<file path="src/rtl/uart_tx.sv">
// uart_tx: 8N1 UART transmitter, LSB first, fixed baud divider,
// fed by a small FIFO so a producer can burst bytes on a strobe.
//
// Ports:
//   clk          system clock, rising edge
//   rst          synchronous active-high reset
//   tx_data[7:0] byte to queue, sampled with tx_trig
//   tx_trig      write strobe, one byte per high cycle
//   tx_full      FIFO full; writes dropped while high
//   tx_busy      high while a frame is on the line
//   flag_tx_end  one-cycle pulse after each stop bit ends
//   rs232_tx     registered serial line, idle high
module uart_tx #(
    parameter int BAUD_END = 5208,
    parameter int FIFO_AW  = 2
) (
    input  logic       clk,
    input  logic       rst,
    input  logic [7:0] tx_data,
    input  logic       tx_trig,
    output logic       tx_full,
    output logic       tx_busy,
    output logic       flag_tx_end,
    output logic       rs232_tx
);

    localparam int DEPTH = 1 << FIFO_AW;
    localparam int CW    = $clog2(BAUD_END);

    localparam logic [FIFO_AW:0] DEPTH_C = (FIFO_AW + 1)'(DEPTH);
    localparam logic [CW-1:0]    C0_END  = CW'(BAUD_END - 1);

    typedef enum logic {
        IDLE = 1'b0,
        SEND = 1'b1
    } state_t;

    state_t state;
    state_t state_nx;

    logic [7:0]         mem [DEPTH];
    logic [FIFO_AW-1:0] wr_ptr;
    logic [FIFO_AW-1:0] rd_ptr;
    logic [FIFO_AW:0]   count;

    logic [CW-1:0] cnt0;
    logic [3:0]    cnt1;
    logic [9:0]    shreg;

    logic wr_en;
    logic pop;
    logic empty;
    logic cnt0_wrap;
    logic frame_end;

    assign tx_full   = (count == DEPTH_C);
    assign empty     = (count == '0);
    assign wr_en     = tx_trig && !tx_full;
    assign cnt0_wrap = (state == SEND) && (cnt0 == C0_END);
    assign frame_end = cnt0_wrap && (cnt1 == 4'd9);

    always_ff @(posedge clk) begin
        if (rst) begin
            state <= IDLE;
        end else begin
            state <= state_nx;
        end
    end

    // A pop both loads the shift register and advances the FIFO.
    always_comb begin
        state_nx = state;
        pop      = 1'b0;
        unique case (state)
            IDLE: begin
                if (!empty) begin
                    pop      = 1'b1;
                    state_nx = SEND;
                end
            end
            SEND: begin
                if (frame_end) begin
                    if (!empty) begin
                        pop = 1'b1;
                    end else begin
                        state_nx = IDLE;
                    end
                end
            end
            default: state_nx = IDLE;
        endcase
    end

    // Storage needs no reset; validity is tracked by count.
    always_ff @(posedge clk) begin
        if (wr_en) begin
            mem[wr_ptr] <= tx_data;
        end
    end

    always_ff @(posedge clk) begin
        if (rst) begin
            wr_ptr <= '0;
            rd_ptr <= '0;
            count  <= '0;
        end else begin
            if (wr_en) begin
                wr_ptr <= wr_ptr + 1'b1;
            end
            if (pop) begin
                rd_ptr <= rd_ptr + 1'b1;
            end
            if (wr_en && !pop) begin
                count <= count + 1'b1;
            end else if (!wr_en && pop) begin
                count <= count - 1'b1;
            end
        end
    end

    always_ff @(posedge clk) begin
        if (rst) begin
            cnt0 <= '0;
            cnt1 <= '0;
        end else if (state == SEND) begin
            if (cnt0_wrap) begin
                cnt0 <= '0;
                cnt1 <= frame_end ? 4'd0 : cnt1 + 1'b1;
            end else begin
                cnt0 <= cnt0 + 1'b1;
            end
        end else begin
            cnt0 <= '0;
            cnt1 <= '0;
        end
    end

    // shreg[0] is the bit on the line; shreg[1] is the next one.
    // A pop at frame end restarts with a start bit, no idle gap.
    always_ff @(posedge clk) begin
        if (rst) begin
            shreg       <= '1;
            rs232_tx    <= 1'b1;
            tx_busy     <= 1'b0;
            flag_tx_end <= 1'b0;
        end else begin
            flag_tx_end <= frame_end;
            if (pop) begin
                shreg    <= {1'b1, mem[rd_ptr], 1'b0};
                rs232_tx <= 1'b0;
                tx_busy  <= 1'b1;
            end else if (frame_end) begin
                shreg    <= '1;
                rs232_tx <= 1'b1;
                tx_busy  <= 1'b0;
            end else if (cnt0_wrap) begin
                shreg    <= {1'b1, shreg[9:1]};
                rs232_tx <= shreg[1];
            end
        end
    end

endmodule

</file>
<file path="config.mk">
export PLATFORM = sky130hd
export DESIGN_NAME = uart_tx
export DESIGN_NICKNAME = d
export VERILOG_FILES = /design/src/rtl/uart_tx.sv
export SDC_FILE = /design/constraint.sdc
export NUM_CORES = 1
export LEC_CHECK = 0
export CAP_MARGIN = 20
export CORE_MARGIN = 2
export CORE_UTILIZATION = 50
export CTS_CLUSTER_SIZE = 10
export DETAILED_ROUTE_END_ITERATION = 8
export GPL_ROUTABILITY_DRIVEN = 0
export GPL_TIMING_DRIVEN = 0
export PLACE_DENSITY_LB_ADDON = 0.12
export SYNTH_ARGS = -nofsm -noshare
export SYNTH_HDL_FRONTEND = slang
export SYNTH_SLANG_ARGS = --single-unit
export TNS_END_PERCENT = 5
</file>
<file path="constraint.sdc">
create_clock -name clk -period 2.35 [get_ports clk]
set_clock_uncertainty 0.15 [all_clocks]
set_input_delay 0.235 -clock clk [delete_from_list [all_inputs] [get_ports clk]]
set_output_delay 0.235 -clock clk [all_outputs]
set_load 0.02 [all_outputs]
</file>
; ---- Yosys cells after proc, flatten, opt, wreduce, memory -nomap -nowiden
; Memory sizes are Yosys's and may differ from the RTL's. A register that Yosys moved wholly into a read port is not among the register bits.
; Index checks and enable logic that the tools add are counted.
[classes]
n_div = 0
mux = 20
n_lt_le_gt_ge = 0
multipliers = 0
eq_ne = 3
n_reduce_logical = 14
add_sub_neg = 6
bitwise = 1
shifts = 0
[ops]
columns = op, count
row1 = $mux 9, 3
row2 = $add 13x1->13 const B, 1
row3 = $eq 13x13->1 const B, 1
row4 = $mux 1, 10
row5 = $mux 3, 2
row6 = $logic_and 1x1->1, 5
row7 = $add 2x1->2 const B, 2
row8 = $add 4x1->4 const B, 1
row9 = $eq 4x4->1 const B, 1
row10 = $mux 2, 2
row11 = $mux 4, 1
row12 = $pmux 1 s2, 2
row13 = $reduce_bool 2->1, 2
row14 = $add 3x1->3 const B, 1
row15 = $eq 3x3->1 const B, 1
row16 = $logic_not 1->1, 3
row17 = $logic_not 3->1, 1
row18 = $reduce_bool 3->1, 1
row19 = $reduce_or 3->1, 1
row20 = $sub 3x1->3 const B, 1
row21 = $reduce_or 2->1, 1
row22 = $not 1->1, 1
[totals]
romBits = 0
regBits = 37
n_memories = 1
ram_bits = 32
latch_bits = 0
wordCells = 55
output_inout_bits = 4
[mem_list]
columns = memory, depth, word_bits, rd, rd_ports_with_merged_regs, wr, line_no
row1 = mem, 4, 8, 1, 1, 1, 41  ; logic [7:0] mem [DEPTH];

; ---- Logic depth before layout (Yosys ltp)
; Gate-level depths: netlist of the first run.
[depth]
depth_word = 8
depth_mapped = 11
ltp_nobuf = 11

; ---- Worst setup path before layout of the first run
; No wires, ideal clock.
[synth_path]
path_type = register -> register
from = reg cnt0[0]
to = reg count[2]
arrival_ns = 2.317
path_buffers = 0
slack_ns = -0.187
required_ns = 2.129
stages_incl_launch_ff = 11
synth_period_minus_slack_ns = 2.537
cell_sequence = dfxtp_1 -> ha_1 -> and3_1 -> and4_4 -> a21oi_1 -> ha_1 -> inv_1 -> fa_1 -> xor2_1 -> or3_1 -> a21oi_1
[synth_via]
elab_chain_len = 8
word_cells_on_any_way = 10
classes_between = eq/ne: 1 / mux: 3 / reduce/logical: 6
[synth_rtl]
columns = element, line_no
row1 = "start, declared", 46  ; logic [CW-1:0] cnt0;
row2 = "start signal, assigned", 130  ; cnt0 <= cnt0 + 1'b1;
row3 = $eq 13x13->1 (*), 59  ; assign cnt0_wrap = (state == SEND) && (cnt0 == C0_END);
row4 = $logic_and 1x1->1 (*), 59
row5 = $logic_and 1x1->1 (*), 60  ; assign frame_end = cnt0_wrap && (cnt1 == 4'd9);
row6 = $mux 1 (*), 82  ; if (frame_end) begin
row7 = $pmux 1 s2 (*), 74  ; unique case (state)
row8 = $logic_not 1->1, 113  ; if (wr_en && !pop) begin
row9 = $logic_and 1x1->1, 113
row10 = $mux 3 / $reduce_bool 2->1 (equally long branches), -
row11 = "end signal, assigned", 114  ; count <= count + 1'b1;
row12 = "end signal, assigned", 116  ; count <= count - 1'b1;
row13 = "end, declared", 44  ; logic [FIFO_AW:0] count;
; Every way passes the cells marked *; elsewhere a longest branch is shown, timed or not.
; A chain may end at the register's enable or synchronous reset.

; ---- Worst setup path in the final report of the first run
; Ends and elaborated chain as after synthesis.

==> metrics.txt, run 1 <==
outcome finished with violations; failing checks negative setup slack; Reg power frac 43.5%; Hold Path Stages 1; H-tree depth 3; number of synthesized flops with an enable pin 32; WS Path Type register to register; slowest CP cell dfxtp_4; dpl cells around 340; Die Ht approximately 82 um; Slew Viols, Final 0; CTS tree done; Fin. Hold Viols 0; Post-Synth Adder-Cell Area 3.94%; simple-gate share of the synthesized area 15.0%; die footprint 6740 um^2; total placed instance area 3310 um^2; switching share of power 30.7%; startpoint types register; FF/Latch Area 1730 um^2; vias in the first global route between 1,500 and 2,000; Pint 2.50 mW; combinational share of power 28.9%; Final Critical Period about 2400 ps; Hold Path End rs232_tx; worst hold path type register to register; post-DP HPWL between 3000 and 4000 um; global routing usage on met3 6.63%; r2r setup slk -7 ps; global route total overflow 0; Area growth, synth to finish 18.6%; Slew headroom 36.2%; DP Worst Slack -166 ps; multiplexer area fraction after synthesis 9.23%; Post-Synth XOR/XNOR Area 3.45%; P_leak around 1.2 nW; Mapped Nets 274; GR Util met2 between 30 and 40%; # fillers 481; Core Region 5920 um^2; Bufs on Longest Clock Path 2; Worst Tran Pin Value roughly 950 ps; Finished Layout Cells 367; Synth Register Bits 70; Max Clk Rate 0.424 GHz; pin count of the biggest net entering global routing 15; number of port buffers 14; synthesized area between 3000 and 4000 um^2; most numerous cell on the critical path ha_4; Clock Power Share ~28%; GR Util met1 22.7%; RSZ-0062 raised after global routing yes; final net count 307; Post-synth top flop dfxtp_1; CP Data Required Time between 2000 and 2500 ps; starting density of the core 51.5%; Global Route Usage Sum 18.6%; first-pass GRT wire length 8980 um; WL/cell between 10 and 15 um; critical path depth in cells 10; RR Endpoint count[2]; Worst path max stage delay 360 ps; worst hold path startpoint rs232_tx; initial antenna violation count 0; Synth Warn # 0; Peak VDD IR between 500 and 600 uV; post-layout worst setup margin -7.07 ps; Die Width 82.1 um; Critical Path, Cell by Cell ha_4 > and3_4 > and4_4 > a21oi_4 > ha_4 > inv_2 > fa_2 > xor2_1 > or3_1 > a21oi_1; Synth Area in Compound Gates around 7.8%; Inserted Clock Buffers 9; Final setup viols 1; area of the multi-input gates 1260 um^2; Vias/cell 5.41; Util after Layout 61.1%; Initial DRT Pass Iterations 4; hold slack 344 ps; initial DRC count 66; post-route cell area 3620 um^2; WL final between 5000 and 6000 um; antenna-violating nets left 0; I/O pin cnt 15; CP arrival 2490 ps; vias post-DR between 1,500 and 2,000; worst reg2reg path startpoint cnt0[0]; Synth Instances 254; Pwr per Cell Area 998 nW/um^2; Clk Tree Root Cell clkbuf_8; switching pwr 1.11 mW; Inserted Diodes 0; worst skew pair latency 360 ps; Crit Path Max Fanout 4; Post-synth ARST share 0%; share of cells above drive strength 1 between 20% and 30%; Reg2Reg Depth 10; residual DRC count 0; clk slew on worst S/H paths around 80 ps; Max Cap Violations 0; row count 28; largest family of logic cells by synthesized area simple AND/OR/NAND/NOR gates; Avg Cell Area, Syn 12.0 um^2; Clock Sink Count 70; Worst setup EP type register; Netlist cell types 45; period utilization 100%; CP top delay family simple AND/OR/NAND/NOR gates; CP bufs+invs 1; register area share after synthesis 56.4%; GRT busiest layer met2
==> layer usage <==
metal | vias up | share of wire, %
met5 | - | 0
met4 | 0 | 1.9
met3 | 10 | 3.5
met2 | 28 | 48
met1 | 957 | 47
li1 | 989 | -
==> cells by family (layout without fill, tap and decap cells) <==
logic type / count (synthesis) / after routing
fa+ha+maj: 9 / 9
buf+inv: 26 / 64
flops: 70 / 70
simple gates: 81 / 81
xor+xnor: 12 / 12
mux: 18 / 18
compound gates: 38 / 38
==> layout by cell type (no fill, tap or decap), drive strengths merged, types with 2 or more instances in the layout <==
cell,Yosys,layout
o32ai,2,2
nand3,4,4
o21ai,15,15
nand2,7,7
nand3b,2,2
xor2,6,6
clkinvlp,0,2
or3,5,5
nor4,2,2
mux2i,9,9
nor3,6,6
nor2,28,28
and4,2,2
and2,5,5
clkbuf,6,15
clkdlybuf4s50,0,14
nor2b,3,3
or4,2,2
dfxtp,38,38
inv,14,17
mux4,8,8
buf,6,14
a21oi,11,11
and3,3,3
edfxtp,32,32
a2bb2oi,7,7
xnor2,6,6
ha,8,8
nand4,4,4
==> synthesized netlist by cell type, types with 2 or more instances <==
library cell  instances  area (um^2)
dfxtp_1              38          761
edfxtp_1             32          961
nor2_1               28          105
o21ai_0              15         75.1
inv_1                14         52.6
a21oi_1              11         55.1
mux2i_1               9         90.1
ha_1                  8          100
mux4_2                8          180
a2bb2oi_1             7         61.3
nand2_1               7         26.3
clkbuf_1              6         22.5
xnor2_1               6         52.6
xor2_1                6         52.6
and2_1                5         31.3
nor3_1                5         25.0
or3_1                 5         31.3
nand3_1               4         20.0
nand4_1               4         25.0
and3_1                3         18.8
buf_6                 3         33.8
nor2b_1               3         18.8
buf_2                 2         10.0
nand3b_1              2         15.0
nor4_1                2         12.5
o32ai_1               2         17.5
==> how the worst max path moves through the flow <==
stage	startpoint	end	slack, ps
4_1_cts	cnt0[0]	count[2]	-20
6_report	cnt0[0]	count[2]	-7
3_3_place_gp	cnt1[1]	count[2]	-150
5_1_grt	cnt1[1]	count[2]	-100
2_1_floorplan	cnt0[0]	count[2]	20
3_5_place_dp	tx_trig	count[2]	-170
==> through the flow <==
stage	total power, mW	setup TNS [ps]
2_1_floorplan	2.32	0
3_3_place_gp	2.54	-152
3_5_place_dp	2.55	-166
4_1_cts	3.61	-22.7
5_1_grt	3.82	-125
6_report	3.61	-7.07
==> cell type report <==
| type | count | area share [%] |
|---|---|---|
| tap | 75 | 2.59 |
| clock buffer | 9 | 3.42 |
| timing repair buffer | 22 | 5.53 |
| sequential | 70 | 47.8 |
| clock inverter | 7 | 2.21 |
| inverter | 14 | 1.45 |
| multi-input combinational | 158 | 34.9 |
| buffer | 12 | 2.08 |
==> power by group through the flow <==
| stage | clock (mW) | combinational (mW) | sequential [mW] |
|---|---|---|---|
| 3_3_place_gp | 0 | 0.960 | 1.58 |
| 4_1_cts | 1.01 | 1.03 | 1.57 |
| 6_report | 0.995 | 1.04 | 1.57 |
| 3_5_place_dp | 0 | 0.963 | 1.59 |
| 2_1_floorplan | 0 | 0.738 | 1.58 |
| 5_1_grt | 1.07 | 1.15 | 1.59 |
==> flip-flops by register name, summed over array words and instances, names as in the netlist, named ones only <==
register,count
tx_busy,1
rs232_tx,1
mem,32
shreg,8
count,3
state,1
flag_tx_end,1
rd_ptr,2
cnt0,13
cnt1,4
wr_ptr,2
==> worst reg2reg max path: cells and delay by family, from the launching register on <==
family / cells / cell delay, ps
buffers and inverters: 1 / 30
xor gates and xnor gates: 1 / 150
adders and majority gates: 3 / 640
AOI/OAI and AO/OA: 2 / 280
DFF: 1 / 360
and+or+nand+nor: 3 / 680
==> repair_timing <==
| item | in CTS | in global routing |
|---|---|---|
| buffers inserted | 6 | 2 |
| hold buffers | 0 | 0 |
| gates cloned | 0 | 0 |
| pin swaps | 3 | 2 |
| endpoints found under the setup margin | 1 | 1 |
| gates resized for setup | 9 | 3 |
No activity file was read; power rests on OpenSTA's default activity.
==> run 2, diff against run 1 <==
--- a/config.mk
+++ b/config.mk
@@ -13,6 +13,7 @@
 export GPL_ROUTABILITY_DRIVEN = 0
 export GPL_TIMING_DRIVEN = 0
 export PLACE_DENSITY_LB_ADDON = 0.12
+export SLEW_MARGIN = 0
 export SYNTH_ARGS = -nofsm -noshare
 export SYNTH_HDL_FRONTEND = slang
 export SYNTH_SLANG_ARGS = --single-unit
==> constraint.sdc (replaced) <==
create_clock -name clk -period 2 [get_ports clk]
set_clock_uncertainty 0.15 [all_clocks]
set_input_delay 0.2 -clock clk [delete_from_list [all_inputs] [get_ports clk]]
set_output_delay 0.2 -clock clk [all_outputs]
set_load 0.02 [all_outputs]
==> metrics.txt, run 2 (synthesis results as in run 1) <==
outcome finished with violations; failing checks negative setup slack; dpl cells 343 (unchanged); P_leak 1.28 nW (+2.1%); worst hold path startpoint tx_data[5]; area of the multi-input gates 1280 um^2 (+1.7%); Final setup viols 2 (+1); Reg2Reg Depth 11 (+1); initial antenna violation count 0 (unchanged); CTS tree done; RR Endpoint count[2]; CTS Hold Buffers Added 0 (unchanged); Worst path max stage delay 370 ps (about the same); RSZ-0062 raised after global routing yes; # fillers 498 (+3.5%); commonest cells after routing, fill and taps aside edfxtp_1, nor2_1, dfxtp_1; starting density of the core 51.5% (unchanged); worst reg2reg path startpoint cnt1[1]; first-pass GRT wire length 9010 um (+0.39%); antenna-violating nets left 0 (unchanged); I/O pin cnt 15 (unchanged); worst skew pair latency 340 ps (-20 ps); GR Util met2 27.4% (-2.7 points); Critical Path, Cell by Cell inv_2 > ha_4 > nand3b_1 > nor2_2 > a21oi_4 > ha_4 > inv_2 > fa_2 > xor2_1 > or3_1 > a21oi_2; r2r setup slk -350 ps (-340 ps); WL final 5380 um (-0.67%); Crit Path Max Fanout 4 (unchanged); Bufs on Longest Clock Path 2 (unchanged); global route total overflow 0 (unchanged); Slew headroom 61.7% (+26 points); setup TNS -548 ps (-541 ps); Pwr per Cell Area 1150 nW/um^2 (+15%); Area growth, synth to finish 20.0%; initial DRC count 83 (+26%); period utilization 118% (+17 points); WL/cell 14.6 um (-0.94%); WS Path Type register to register; Inserted Diodes 0 (unchanged); most common library cell in the layout ignoring fill and taps edfxtp_1; Die Width 82.1 um (unchanged); Worst setup EP type register; post-layout worst setup margin -352 ps (-345 ps); Die Ht 82.1 um (unchanged); vias in the first global route 1,912 (+0.10%); Hold Path End mem[0][5]; Worst Tran Pin Value 574 ps (-380 ps); Biggest register mem; Core Region 5920 um^2 (unchanged); worst hold path type input port to register; final net count 308 (+0.33%); H-tree depth 3 (unchanged); slowest CP cell or3_1; startpoint types register; Peak VDD IR 663 uV (+19%); die footprint 6740 um^2 (unchanged); number of port buffers 14 (unchanged); biggest regs mem (32), cnt0 (13), shreg (8); Initial DRT Pass Iterations 4 (unchanged); Global Route Usage Sum 18.3% (-0.25 points); Power, Total 4.22 mW (+17%); CP arrival 2480 ps (about the same); residual DRC count 0 (unchanged); FF/Latch Area 1740 um^2 (+0.65%); Max Clk Rate 0.425 GHz (+0.23%); Util after Layout 61.8% (+0.74 points); row count 28 (unchanged); Final Critical Period 2350 ps (-5.45 ps); CP Data Required Time 2130 ps (-360 ps); Clock Sink Count 70 (unchanged); max reg flops 32 (unchanged); Fin. Hold Viols 0 (unchanged); Vias/cell 5.37 (-0.72%); vias post-DR 1,975 (-0.45%); Finished Layout Cells 368 (+0.27%); Slew Viols, Final 0 (unchanged); Max Cap Violations 0 (unchanged); Hold Path Stages 1 (unchanged); clk slew on worst S/H paths 80 ps (about the same); Clk Tree Root Cell clkbuf_8; post-DP HPWL 3610 um (+2.0%); GRT busiest layer met2; share of cells above drive strength 1 24.2% (+3.3 points); Inserted Clock Buffers 9 (unchanged); CP startpoint cnt1[1]; GR Util met1 24.7% (+2.1 points); pin count of the biggest net entering global routing 14 (-1); global routing usage on met3 4.46% (-2.2 points)
[run 2: how the worst max path moves through the flow]
stage / endpoint
2_1_floorplan: count[2]
3_3_place_gp: count[2]
3_5_place_dp: count[2]
4_1_cts: count[2]
5_1_grt: count[2]
6_report: count[2]
[run 2: critical path, delay by kind of cell, from the launching register on]
family                   cells  cell delay [ps]
buffers and inverters        2               80
AND/OR/NAND/NOR              3              610
adder cells (fa/ha/maj)      3              630
AO/OA/AOI/OAI                2              310
XOR/XNOR                     1              150
flip-flops                   1              360
[run 2: through the flow]
| stage | hold WS, ps | setup WS (ps) | area [um^2] |
|---|---|---|---|
| final | 333 | -352 | 3660 |
| after global routing | 343 | -459 | 3660 |
| after CTS | 319 | -349 | 3630 |
| after detailed placement | 300 | -521 | 3340 |
| after global placement | 299 | -500 | 3340 |
| after floorplan | 149 | -267 | 3110 |
[run 2: layer usage]
metal  part of all wire (%)  up-vias
met3                    3.5        9
met1                     48      945
li1                       -      991
met5                      0        -
met2                     47       30
met4                    1.9        0
[run 2: what timing repair did]
| item | CTS | global route |
|---|---|---|
| gates resized for setup | 8 | 11 |
| buffers inserted | 9 | 0 |
| setup endpoints to repair | 9 | 25 |
| pin swaps | 8 | 6 |
[run 2: final cells by class]
| type | count | area share (%) |
|---|---|---|
| plain buffers | 12 | 2.22 |
| clock buffers | 10 | 3.49 |
| clock inverters | 6 | 1.95 |
| inverters | 14 | 1.44 |
| multi-input cells | 158 | 35.1 |
| flip-flops and latches | 70 | 47.5 |
| well taps | 75 | 2.56 |
| repair buffers | 23 | 5.74 |
[run 2: power by group]
group,switching (mW),total [mW],internal (mW)
Combinational,0.594,1.23,0.637
Clock,0.556,1.14,0.584
Sequential,0.127,1.84,1.72
Total,1.28,4.22,2.94
